`src/rtl/deser_arbiter.sv`:
```
// Round-robin frame arbiter feeding NUM_CH word streams into one deserializer.
// Optional stall abort is enabled by defining DESER_ARB_TIMEOUT_EN.
module deser_arbiter #(
  parameter int WIDTH     = 8,
  parameter int NUM_WORDS = 4,
  parameter int NUM_CH    = 4,
  parameter int TIMEOUT   = 16
) (
  input  logic                      clk,
  input  logic                      i_reset,
  input  logic [NUM_CH-1:0]         i_req,
  input  logic [NUM_CH*WIDTH-1:0]   i_data,
  input  logic [NUM_CH-1:0]         i_dv,
  output logic [NUM_CH-1:0]         o_ready,
  output logic [NUM_CH-1:0]         o_grant,
  output logic [$clog2(NUM_CH)-1:0] o_owner,
  output logic [WIDTH-1:0]          o_data,
  output logic                      o_dv,
  output logic                      o_flush
);

  localparam int IW = $clog2(NUM_CH);
  localparam int CW = (NUM_WORDS > 1) ? $clog2(NUM_WORDS) : 1;

  if (NUM_CH < 2 || NUM_CH > 16 || TIMEOUT < 1 || NUM_WORDS < 1) begin : g_bad_params
    $error("deser_arbiter: illegal parameter set");
  end

  typedef enum logic {S_IDLE = 1'b0, S_BUSY = 1'b1} state_t;

  state_t            r_state;
  state_t            w_state_nxt;
  logic [IW-1:0]     r_ptr;
  logic [IW-1:0]     r_gidx;
  logic [IW-1:0]     w_sel_idx;
  logic [IW-1:0]     w_ptr_nxt;
  logic [IW:0]       w_j;
  logic [NUM_CH-1:0] r_grant;
  logic [NUM_CH-1:0] w_sel_onehot;
  logic              w_sel_found;
  logic [CW-1:0]     r_cnt;
  logic [WIDTH-1:0]  r_data;
  logic [WIDTH-1:0]  w_word;
  logic [IW-1:0]     r_owner;
  logic              r_dv;
  logic              w_accept;
  logic              w_last;
  logic              w_timeout;

  // First requester at or above r_ptr, wrapping modulo NUM_CH.
  always_comb begin
    w_sel_idx    = '0;
    w_sel_onehot = '0;
    w_sel_found  = 1'b0;
    w_j          = '0;
    for (int i = 0; i < NUM_CH; i++) begin
      w_j = {1'b0, r_ptr} + (IW+1)'(i);
      if (w_j >= (IW+1)'(NUM_CH)) w_j = w_j - (IW+1)'(NUM_CH);
      if (!w_sel_found && i_req[w_j[IW-1:0]]) begin
        w_sel_found                 = 1'b1;
        w_sel_idx                   = w_j[IW-1:0];
        w_sel_onehot[w_j[IW-1:0]]   = 1'b1;
      end
    end
  end

  always_comb begin
    w_word = '0;
    for (int k = 0; k < NUM_CH; k++) begin
      if (r_gidx == IW'(k)) w_word = i_data[k*WIDTH +: WIDTH];
    end
  end

  assign w_accept  = |(i_dv & o_ready);
  assign w_last    = w_accept && (r_cnt == CW'(NUM_WORDS-1));
  assign w_ptr_nxt = (r_gidx == IW'(NUM_CH-1)) ? '0 : r_gidx + IW'(1);

  always_ff @(posedge clk or posedge i_reset) begin
    if (i_reset) r_state <= S_IDLE;
    else         r_state <= w_state_nxt;
  end

  always_comb begin
    w_state_nxt = r_state;
    case (r_state)
      S_IDLE:  if (|i_req) w_state_nxt = S_BUSY;
      S_BUSY:  if (w_last || w_timeout) w_state_nxt = S_IDLE;
      default: w_state_nxt = S_IDLE;
    endcase
  end

  always_comb begin
    o_ready = (r_state == S_BUSY) ? r_grant : '0;
  end

  always_ff @(posedge clk or posedge i_reset) begin
    if (i_reset) begin
      r_ptr   <= '0;
      r_gidx  <= '0;
      r_grant <= '0;
      r_cnt   <= '0;
      r_data  <= '0;
      r_owner <= '0;
      r_dv    <= 1'b0;
    end else begin
      r_dv <= w_accept;
      if (w_accept) begin
        r_data  <= w_word;
        r_owner <= r_gidx;
        r_cnt   <= w_last ? '0 : r_cnt + CW'(1);
      end
      if (r_state == S_IDLE) begin
        if (|i_req) begin
          r_grant <= w_sel_onehot;
          r_gidx  <= w_sel_idx;
        end
      end else if (w_last || w_timeout) begin
        r_grant <= '0;
        r_ptr   <= w_ptr_nxt;
        r_cnt   <= '0;
      end
    end
  end

  assign o_grant = r_grant;
  assign o_owner = r_owner;
  assign o_data  = r_data;
  assign o_dv    = r_dv;

`ifdef DESER_ARB_TIMEOUT_EN
  localparam int TW = $clog2(TIMEOUT+1);
  logic [TW-1:0] r_idle;
  logic          r_flush;

  // Abort on the TIMEOUT-th consecutive busy cycle without an accepted word.
  assign w_timeout = (r_state == S_BUSY) && !w_accept && (r_idle == TW'(TIMEOUT-1));

  always_ff @(posedge clk or posedge i_reset) begin
    if (i_reset) begin
      r_idle  <= '0;
      r_flush <= 1'b0;
    end else begin
      r_flush <= w_timeout;
      if (r_state != S_BUSY || w_accept || w_timeout) r_idle <= '0;
      else                                            r_idle <= r_idle + TW'(1);
    end
  end

  assign o_flush = r_flush;
`else
  assign w_timeout = 1'b0;
  assign o_flush   = 1'b0;
`endif

endmodule

```
`config.mk`:
```
export PLATFORM = sky130hd
export DESIGN_NAME = deser_arbiter
export DESIGN_NICKNAME = d
export VERILOG_FILES = /design/src/rtl/deser_arbiter.sv
export SDC_FILE = /design/constraint.sdc
export NUM_CORES = 1
export LEC_CHECK = 0
export ABC_AREA = 1
export BUFFER_PORTS_ARGS = -buffer_cell sky130_fd_sc_hd__clkbuf_2
export CAP_MARGIN = 20
export CORE_ASPECT_RATIO = 1.5
export CORE_UTILIZATION = 25
export CTS_BUF_LIST = sky130_fd_sc_hd__clkbuf_16
export CTS_CLUSTER_DIAMETER = 80
export DETAILED_ROUTE_END_ITERATION = 8
export HOLD_SLACK_MARGIN = 0.02
export PLACE_DENSITY = 0.49
export SYNTH_ARGS = -nofsm -noshare
export SYNTH_HDL_FRONTEND = slang
export SYNTH_SLANG_ARGS = --single-unit
```
`constraint.sdc`:
```
create_clock -name clk -period 2.97 [get_ports clk]
set_input_delay 0.1485 -clock clk [delete_from_list [all_inputs] [get_ports clk]]
set_output_delay 0.1485 -clock clk [all_outputs]
set_load 0.01 [all_outputs]
```
# Yosys cells after proc, flatten, opt, wreduce, memory -nomap -nowiden
# Cells that the tools add are included.
[classes]
addsub = 9
multipliers = 0
n_div = 0
order_cmp = 12
n_eq_ne = 5
shift = 0
n_mux = 47
n_bitwise = 5
reduce_logical = 18
[op_table]
columns = ["operator", "n"]
rows = [
  ["two-way mux 4 bit", 8],
  ["two-way mux 8 bit", 4],
  ["two-way mux 2 bit", 13],
  ["two-way mux 1 bit", 13],
  ["less-than comparator 2 x 3 -> 1 bit, second input constant", 4],
  ["OR 4 bit", 3],
  ["greater-or-equal comparator 3 bit, second input constant", 3],
  ["binary-select mux 1 bit (select 2 bit)", 4],
  ["demux 1 bit (select 2 bit)", 4],
  ["greater-or-equal comparator 2 x 1 -> 1 bit, second input constant", 4],
  ["logical AND 1 bit", 8],
  ["OR reduction 4 bit", 2],
  ["subtractor 2 x 1 -> 2 bit, second input constant", 4],
  ["adder 2 x 2 -> 3 bit, second input constant", 2],
  ["equality test 2 bit, second input constant", 3],
  ["AND reduction 2 bit", 3],
  ["adder 2 x 1 -> 2 bit, second input constant", 2],
  ["bitwise AND 4 bit", 1],
  ["adder 2 x 1 -> 3 bit, second input constant", 1],
  ["greater-or-equal comparator 2 x 3 -> 1 bit, second input constant", 1],
  ["zero test 1 bit", 3],
  ["equality test 2 x 1 -> 1 bit, second input constant", 1],
  ["zero test 2 bit", 1],
  ["inequality test 2 x 1 -> 1 bit, second input constant", 1],
  ["3 further kinds", 3],
]
[totals]
ff_bits = 22
latchBits = 0
ramBits = 0
rom_bits = 0
inputBits = 42
n_memories = 0

# Depth between registers and ports, before layout
# Gate-level depths: netlist of run 1.
[logic_depth]
depth_word = 16
ltp_mapped = 11

# Worst setup path before layout of run 1
# OpenSTA, ideal clock, no wires.
[synth_timing]
path_kind = "reg-to-reg"
from = "register r_ptr[1]"
to = "register r_gidx[0]"
setup_time_ns = 0.083
t_arrival_ns = 1.607
path_slack_ns = 1.281
path_stages_with_launch = 11
n_path_buf = 0
synth_period_minus_slack_ns = 1.689
cell_sequence = "dfrtp_1 > inv_1 > ha_1 > inv_1 > nand3_1 > nand2_1 > nor2_2 > nor2_1 > nand2_1 > nand3_1 > o21ai_0"
[synth_between]
elab_chain_cells = 14
word_cells_on_any_way = 36
cone_classes = "7 x add/sub; 4 x order compare; 19 x mux; 6 x reduce/logical"
[synth_lines]
columns = ["element", "line_no", "rtl"]
rows = [
  ["start, declared", "33", "logic [IW-1:0] r_ptr;"],
  ["start signal, assigned", "119", "r_ptr <= w_ptr_nxt;"],
  ["parallel branches: the longest is 13 deep, another holds adder 2 x 1 -> 3 bit", "n/a", ""],
  ["two-way mux 2 bit (*)", "59", "if (!w_sel_found && i_req[w_j[IW-1:0]]) begin"],
  ["end signal, assigned", "115", "r_gidx <= w_sel_idx;"],
  ["end, declared", "34", "logic [IW-1:0] r_gidx;"],
]
# Mark *: on every way between the ends. The select of a mux whose other input is x is not followed.
# A chain may end at the register's enable or synchronous reset.

# Worst setup path in the final report of run 1
[layout_timing]
from = "register r_ptr[0]"
to = "register r_gidx[0]"
# The elaborated chain is that of the path after synthesis.

==> qor.yml, run 1 <==
run_status:
  status: "finished, final reports clean"
clocking:
  clock_path_buffers: 2
  cts_made_buffers: 3
  h-tree-depth: 1
  cts_root_buf: "clkbuf_16"
  clkLatencyLatePin_ns: 0.25
  ctsResizeCount: 0
  cts_setup_buffers: 0
  path_clk_slew_ns: 0.06
  cts_hold_buf: 0
  cts_sinks: 22
  cts_tree: "done"
yosys:
  seq_area_frac_synth_pct: 32.62
  synth_common_cells: "nand2_1 (57), nand3_1 (35), a21oi_1 (24)"
  synth_warnings: 0
  syn_nets: 285
  synth_seq_cells: 22
  syn_avg_cell_area_um2: 7.307
  synth_top_area_share_pct: 32.62
  synth_edf_count: 0
  synth_most_common_cell: "nand2_1"
  synth.distinct_cells: 29
  synth_area_leaders: "dfrtp_1 (33%), nand2_1 (13%), nand3_1 (10%)"
  async_flop_share_pct: 100.0
  ys.flop_type: "dfrtp_1"
  synth_cells: 231
  synth_top_area_cell: "dfrtp_1"
  synth_area_um2: 1688
critical_path:
  cpLargestDelayFamily: "flip-flops"
  max_stage_delay_ns: 0.68
  path_buf_inv: 2
  cp.arrival_ns: 2.33
  cp_max_fo: 15
  worst_r2r_path_depth: 10
  r2r_start: "r_ptr[0]"
  end_kind: "flip-flop"
  r2r_end: "r_gidx[0]"
  crit_chain: "inv_2 -> ha_1 -> inv_1 -> nand3_1 -> nand2_1 -> nor2_2 -> nor2_1 -> nand2_1 -> nand3_1 -> o21ai_0"
  reg2reg_setup_slack_ns: 0.81
  required_ns: 3.14
  slowest_stage: "dfrtp_1"
  criticalPathCategory: "reg -> reg"
  start_kind: "flip-flop"
drt:
  vias: 1682
  drt_iter0_drc: 40
  first_pass_iters: 4
  wl_mm: 4.280
  wl_per_cell_um: 11.79
  viasPerCell: 4.634
  drc: 0
  antenna_left: 0
die:
  pin_count: 62
  placementRows: 36
  core_um2: 6531
  start_util_pct: 25.84
  fp.dieH_um: 102.6
  fp.dieArea_um2: 7091
  die_width_um: 69.09
global_route:
  grtUsageTotal_pct: 12.20
  grt_pass1_wl_mm: 7.113
  grt_start_max_net_pins: 23
  grt_overflow: 0
  antenna_found_initial: 0
  grt_pass1_vias: 1568
power:
  p_leak_nw: 1.171
  power_density_nw_per_um2: 352.0
  total_power_w: 0.0007532
  worst_ir_drop_vdd_uv: 187.2
flow_run:
  maxCapViolCount: 0
placement:
  port_buffers: 60
  dpl_cell_area_um2: 2034
  place_congestion: 0.8727
  dp_hpwl_mm: 3.529
sta:
  rsz0062_at_grt: "no"
  maxSlewViolCount: 0
  setup_viol: 0
  worstMarginPinSlew_ns: 0.8634
  hold_violations: 0
  hold_ws_ns: 0.04921
  tns_ns: 0
  min_period_ns: 2.158
  final.setup_skew_ns: 0.004473
  clock.fmax_mhz: 463.4
  slew_headroom_pct: 42.38
  fin_crit_sh_pct: 72.67
final_layout:
  nNetsFinal: 342
  fillCellCount: 705
  drive_gt1_share_pct: 28.92
  design_area_um2: 2140
  utilization_pct: 32.76
  syn_to_final_growth_pct: 26.76
  diodes: 0
hold_path:
  hp-class: "in -> async"
-- worst max path at each step --
stage	startpoint	endpoint	slack (ns)	cells past startpoint
floorplan	r_ptr[1]	r_gidx[0]	1.28	10
global placement	r_ptr[0]	o_grant[2]	0.88	10
detailed placement	r_ptr[0]	o_grant[3]	0.84	10
CTS	r_ptr[0]	o_grant[3]	0.83	10
global route	r_ptr[0]	r_gidx[0]	0.61	10
finish	r_ptr[0]	r_gidx[0]	0.81	10
-- cell type report --
cell class              count  area [µm²]  share of cell area (%)
clock buffers               3       75.07                   3.509
well taps                  76       95.09                   4.444
clock inverters             1       30.03                   1.404
multi-input cells         178        1002                   46.84
inverters                  23       86.33                   4.035
repair buffers             60       300.3                   14.04
flip-flops and latches     22       550.5                   25.73
-- per-layer routing --
| layer | part of all wire, % | global-route usage (%) |
|---|---|---|
| met5 | 0 | 0 |
| met2 | 52 | 23.45 |
| met1 | 40 | 13.12 |
| met3 | 5.4 | 2.737 |
| met4 | 2.6 | 4.082 |
-- cell usage in the layout, fill, tap and decap left out, types with 2 or more instances in the layout --
cell,count
clkbuf_2,60
nand2_1,57
nand3_1,35
a21oi_1,24
dfrtp_1,22
inv_1,15
ha_1,12
nor2_1,11
o21ai_0,11
inv_2,7
o211ai_1,7
nand2_2,4
a21boi_0,4
clkbuf_16,3
nand3_4,2
o21a_1,2
-- kinds of logic after synthesis --
kind of cell | after synthesis | share of synthesized area, %
and+or+nand+nor | 116 | 33.80
AOI/OAI and AO/OA | 49 | 16.46
buffers and inverters | 31 | 8.005
DFF | 22 | 32.62
adders and majority gates | 12 | 8.895
other | 1 | 0.2222
-- registers in the layout, indices dropped and copies added (netlist names) --
name / count
o_dv: 1
r_ptr: 2
r_cnt: 2
o_grant: 4
o_owner: 2
r_state: 1
o_data: 8
r_gidx: 2
-- power by group --
group / leakage [nW] / total [W] / internal [W] / switching [W]
Combinational: 0.833 / 0.0000799 / 0.0000354 / 0.0000445
Clock: 0.0511 / 0.000373 / 0.000267 / 0.000106
Sequential: 0.287 / 0.000300 / 0.000300 / 0.000000285
-- per-stage QoR --
stage	cells	setup slack (ns)
after CTS	363	0.8349
after floorplan	231	1.281
final	363	0.8118
after detailed placement	359	0.8409
after global routing	363	0.6091
after global placement	359	0.8833
No activity file was read; power rests on OpenSTA's default activity.
==> run 2: changes to the inputs <==
- clock period: 2.97 -> 2 ns (I/O delays scaled with it)
==> run 2 against run 1 <==
- worst hold slack better by 0.082 ns
- sequential power is 49% higher
- die area stayed put
- non-clock buffer count is 7 higher
- combinational power is 53% higher
- setup slack worse by 0.50 ns
- largest power group unchanged
==> qor.yml, run 2 (same netlist as run 1, synthesis figures left out) <==
run_status:
  status: "finished, final reports clean"
die:
  fp.dieArea_um2: 7091
  start_util_pct: 25.84
  die_width_um: 69.09
  placementRows: 36
  pin_count: 62
  core_um2: 6531
  fp.dieH_um: 102.6
final_layout:
  nNetsFinal: 349
  fillCellCount: 734
  diodes: 0
  syn_to_final_growth_pct: 30.10
  layout_commonest_cell: "clkbuf_2"
  layout_common_cells: "clkbuf_2 (60), nand2_1 (57), nand3_1 (35)"
  largest_reg_flops: 8
  drive_gt1_share_pct: 30.61
  multi_input_area_um2: 1002
  utilization_pct: 33.62
  finalNonFillerCells: 370
  seq_area_um2: 551.8
drt:
  first_pass_iters: 4
  vias: 1740
  wl_mm: 4.477
  drc: 0
  drt_iter0_drc: 61
  wl_per_cell_um: 12.10
  viasPerCell: 4.703
  antenna_left: 0
critical_path:
  criticalPathCategory: "reg -> reg"
  start_kind: "flip-flop"
  required_ns: 2.20
  end_kind: "flip-flop"
  cp.arrival_ns: 1.88
  cp_max_fo: 7
  worst_r2r_path_depth: 10
  reg2reg_setup_slack_ns: 0.31
placement:
  place_congestion: 0.8272
  dp_hpwl_mm: 3.688
  place_inst: 365
  port_buffers: 60
clocking:
  cts_tree: "done"
  cts_made_buffers: 3
  path_clk_slew_ns: 0.06
  cts_root_buf: "clkbuf_16"
  h-tree-depth: 1
  clock_path_buffers: 2
  cts_sinks: 22
  clkLatencyLatePin_ns: 0.25
  cts_setup_buffers: 0
sta:
  fin_crit_sh_pct: 84.38
  min_period_ns: 1.688
  clock.fmax_mhz: 592.5
  tns_ns: 0
  setup_viol: 0
  hold_violations: 0
  final.setup_skew_ns: 0.004124
  maxSlewViolCount: 0
  hold_ws_ns: 0.1315
  rsz0062_at_grt: "no"
power:
  p_int_w: 0.0008985
  combinationalPowerShare_pct: 10.9
  seqPwrFrac_pct: 39.6
  pwr-share-clk_pct: 49.6
  p_leak_nw: 1.203
  power_density_nw_per_um2: 513.2
  swShare_pct: 20.26
  p_switching_w: 0.0002283
  worst_ir_drop_vdd_uv: 266.3
  total_power_w: 0.001127
global_route:
  grt_pass1_wl_mm: 7.479
  grt_start_max_net_pins: 23
  grt_overflow: 0
  antenna_found_initial: 0
  grt_pass1_vias: 1669
  grtUsageTotal_pct: 12.90
hold_path:
  holdPathStages: 3
  hp-class: "in -> reg"
flow_run:
  maxCapViolCount: 0
==> run 2: cell types whose count changed in the layout (fill, tap and decap cells not counted) <==
cell           previous run  this run
dfrtp_2                   0         1
dfrtp_1                  22        21
buf_4                     0         6
dlygate4sd3_1             0         1
==> run 2: path summary, 6_finish.rpt <==
check	to	start
max	o_grant[2]	r_ptr[1]
min	o_data[1]	i_data[25]
max reg2reg	o_grant[2]	r_ptr[1]
min reg2reg	o_data[7]	o_data[7]
max in group asynchronous	r_ptr[1]	i_reset
min in group asynchronous	o_data[3]	i_reset
==> run 2: cell type report <==
cell class,instances,area share (%)
clock inverter,1,1.368
sequential,22,25.13
clock buffer,3,3.419
inverter,23,3.932
tap,76,4.330
multi-input combinational,178,45.64
timing repair buffer,67,16.18
==> run 2: what timing repair did <==
action | 4_1_cts | 5_1_grt
setup endpoints to repair | 0 | 2
hold buffers | 1 | 0
resized for setup | 0 | 1
endpoints found under the hold margin | 22 | 0
==> run 2: power groups by stage <==
stage | sequential, W | combinational (W) | clock (W)
2_1_floorplan | 0.000454 | 0.0000642 | 0
3_3_place_gp | 0.000454 | 0.000122 | 0
3_5_place_dp | 0.000454 | 0.000122 | 0
4_1_cts | 0.000446 | 0.000124 | 0.000573
5_1_grt | 0.000446 | 0.000140 | 0.000586
6_report | 0.000446 | 0.000122 | 0.000559
==> run 2: metal layers <==
metal | GRT usage [%] | wire [µm] | part of all wire, %
met5 | 0 | 0 | 0
met4 | 5.024 | 136 | 3.0
met3 | 2.151 | 218 | 4.9
met2 | 25.47 | 2257 | 50
met1 | 13.52 | 1864 | 42
==> run 2: metrics by stage <==
step	area, µm²	setup WS [ns]
final	2196	0.3124
after global routing	2196	0.09096
after CTS	2195	0.2045
after detailed placement	2079	0.2279
after global placement	2079	0.2586
after floorplan	1688	0.3108
==> run 2: worst max-delay path, cell delays in order, from the launching register on <==
cell and delay [ns]:
dfrtp_2 0.45, inv_1 0.08, ha_1 0.35, inv_1 0.08, nand3_1 0.08, nand2_1 0.09
nor2_2 0.21, a21oi_1 0.10, nand3_1 0.07, nand2_1 0.05, nand2_1 0.05
==> run 3: changes to the inputs <==
- ABC_AREA: 1 -> 0
- clock period: 2 -> 1.7 ns (I/O delays scaled with it)
==> run 3 against run 2 <==
- combinational power rose to 24 times the previous value
- the flow now finishes with violations (negative setup slack)
- design area up 10%
- largest cell class unchanged
- fmax down 20%
- non-clock buffer count up 15
- cell count down 8.1%
==> qor.yml, run 3 <==
drt:
  wl_per_cell_um: 13.81
  viasPerCell: 4.806
  drc: 0
  wl_mm: 4.695
  antenna_left: 0
  drt_iter0_drc: 29
  first_pass_iters: 4
  vias: 1634
global_route:
  antenna_found_initial: 0
  grt_pass1_vias: 1673
  grt_overflow: 0
  grt_pass1_wl_mm: 7.831
  grt_start_max_net_pins: 26
  grtUsageTotal_pct: 13.98
final_layout:
  largest_reg_flops: 8
  design_area_um2: 2415
  layout_common_cells: "clkbuf_2 (60), nand2_1 (26), dfrtp_1 (21)"
  layout_commonest_cell: "clkbuf_2"
  diodes: 0
  drive_gt1_share_pct: 43.56
  nNetsFinal: 319
  syn_to_final_growth_pct: 43.07
  fillCellCount: 687
critical_path:
  cp_max_fo: 8
  slowest_stage: "mux4_2"
  criticalPathCategory: "reg -> reg"
  end_kind: "flip-flop"
  cpLargestDelayFamily: "multiplexers"
  crit_chain: "inv_6 -> ha_4 -> mux4_2 -> or3b_1 -> a221oi_2 -> a221o_2"
  required_ns: 1.90
  cp.arrival_ns: 2.32
  start_kind: "flip-flop"
  path_buf_inv: 1
  reg2reg_setup_slack_ns: -0.42
  max_stage_delay_ns: 0.58
die:
  die_width_um: 69.09
  fp.dieArea_um2: 7091
  pin_count: 62
  fp.dieH_um: 102.6
  placementRows: 36
  core_um2: 6531
  start_util_pct: 25.84
yosys:
  async_flop_share_pct: 100.0
  synth_area_leaders: "dfrtp_1 (33%), ha_1 (8.9%), a221oi_1 (6.7%)"
  synth_common_cells: "nand2_1 (26), dfrtp_1 (22), nor2b_1 (17)"
  ys.flop_type: "dfrtp_1"
  synth_seq_cells: 22
  synth_most_common_cell: "nand2_1"
  syn_avg_cell_area_um2: 8.791
  synth_warnings: 0
  synth_top_area_cell: "dfrtp_1"
  syn_nets: 246
  synth.distinct_cells: 40
  seq_area_frac_synth_pct: 32.62
  synth_top_area_share_pct: 32.62
  synth_area_um2: 1688
  synth_cells: 192
  synth_edf_count: 0
placement:
  dpl_cell_area_um2: 2228
  pre_cts_slack_ns: -0.4264
  place_congestion: 0.8579
  port_buffers: 60
  dp_hpwl_mm: 3.683
run_status:
  status: "finished with violations"
  violations: "negative setup slack"
sta:
  slew_headroom_pct: 61.40
  worstMarginPinSlew_ns: 0.5784
  fin_crit_sh_pct: 124.6
  min_period_ns: 2.118
  hold_violations: 0
  worst_slack_ns: -0.4181
  maxSlewViolCount: 0
  clock.fmax_mhz: 472.1
  tns_ns: -1.912
  final.setup_skew_ns: 0.001986
  rsz0062_at_grt: "yes"
  setup_viol: 5
power:
  p_leak_nw: 1.151
  worst_ir_drop_vdd_uv: 834.8
  power_density_nw_per_um2: 1866
clocking:
  cts_made_buffers: 3
  h-tree-depth: 1
  cts_tree: "done"
  cts_sinks: 22
  clock_path_buffers: 2
  path_clk_slew_ns: 0.06
  cts_root_buf: "clkbuf_16"
  clkLatencyLatePin_ns: 0.26
flow_run:
  maxCapViolCount: 0
hold_path:
  hp-class: "in -> reg"
## run 3: timing repair
item | in CTS | in global routing
resized for setup | 5 | 10
hold buffers | 1 | 0
setup buffers | 1 | 1
setup endpoints to repair | 6 | 13
pin swaps | 2 | 4
hold endpoints to repair | 14 | 0
## run 3: final timing paths
check	start	end	depth (start not counted)
setup / recovery	r_ptr[0]	o_grant[2]	6
hold / removal	i_data[25]	o_data[1]	4
setup reg to reg	r_ptr[0]	o_grant[2]	6
hold reg to reg	o_data[2]	o_data[2]	2
max in group asynchronous	i_reset	r_gidx[0]	4
min in group asynchronous	i_reset	o_data[1]	3
## run 3: per-layer routing
metal	vias to the layer above	GRT usage [%]	part of all wire, %
met1	762	15.40	40
met5	-	0	0
met2	35	26.81	55
met4	0	6.122	1.8
li1	832	-	-
met3	5	1.760	2.9
## run 3: worst reg2reg max path: stages, from the launching register on
cell	delay, ns
dfrtp_2	0.40
inv_6	0.04
ha_4	0.26
mux4_2	0.58
or3b_1	0.40
a221oi_2	0.24
a221o_2	0.14
## run 3: layout make-up
type                            instances  area, µm²  area share, %
Clock buffer                            3      75.07          3.109
Clock inverter                          1      30.03          1.244
Inverter                               12      50.05          2.073
Multi-Input combinational cell        144       1120          46.37
Sequential cell                        22      551.8          22.85
Tap cell                               76      95.09          3.938
Timing Repair Buffer                   82      493.0          20.41
## run 3: kinds of logic (layout without fill, tap and decap cells)
kind of cell / count (synthesis) / after routing / synth area share (%)
AND/OR/NAND/NOR: 67 / 67 / 20.91
AO/OA/AOI/OAI: 59 / 59 / 25.58
buffers and inverters: 26 / 98 / 6.598
flip-flops: 22 / 22 / 32.62
adder cells (fa/ha/maj): 12 / 12 / 8.895
multiplexers: 5 / 5 / 5.189
other: 1 / 1 / 0.2222
## run 3: report_power, final
group          internal, W  switching (W)
sequential        0.000769       0.000183
clock             0.000468       0.000197
combinational      0.00138        0.00151
total              0.00262        0.00189
## run 3: per-stage QoR
step / utilization [%] / instances / power (W) / hold slack (ns)
5_1_grt: 36.97 / 340 / 0.004900 / 0.2275
3_5_place_dp: 34.12 / 333 / 0.003685 / 0.1728
3_3_place_gp: 34.12 / 333 / 0.003654 / 0.1647
4_1_cts: 36.30 / 339 / 0.004464 / 0.1896
6_report: 36.97 / 340 / 0.004507 / 0.1899
2_1_floorplan: - / 192 / 0.002751 / 0.07416
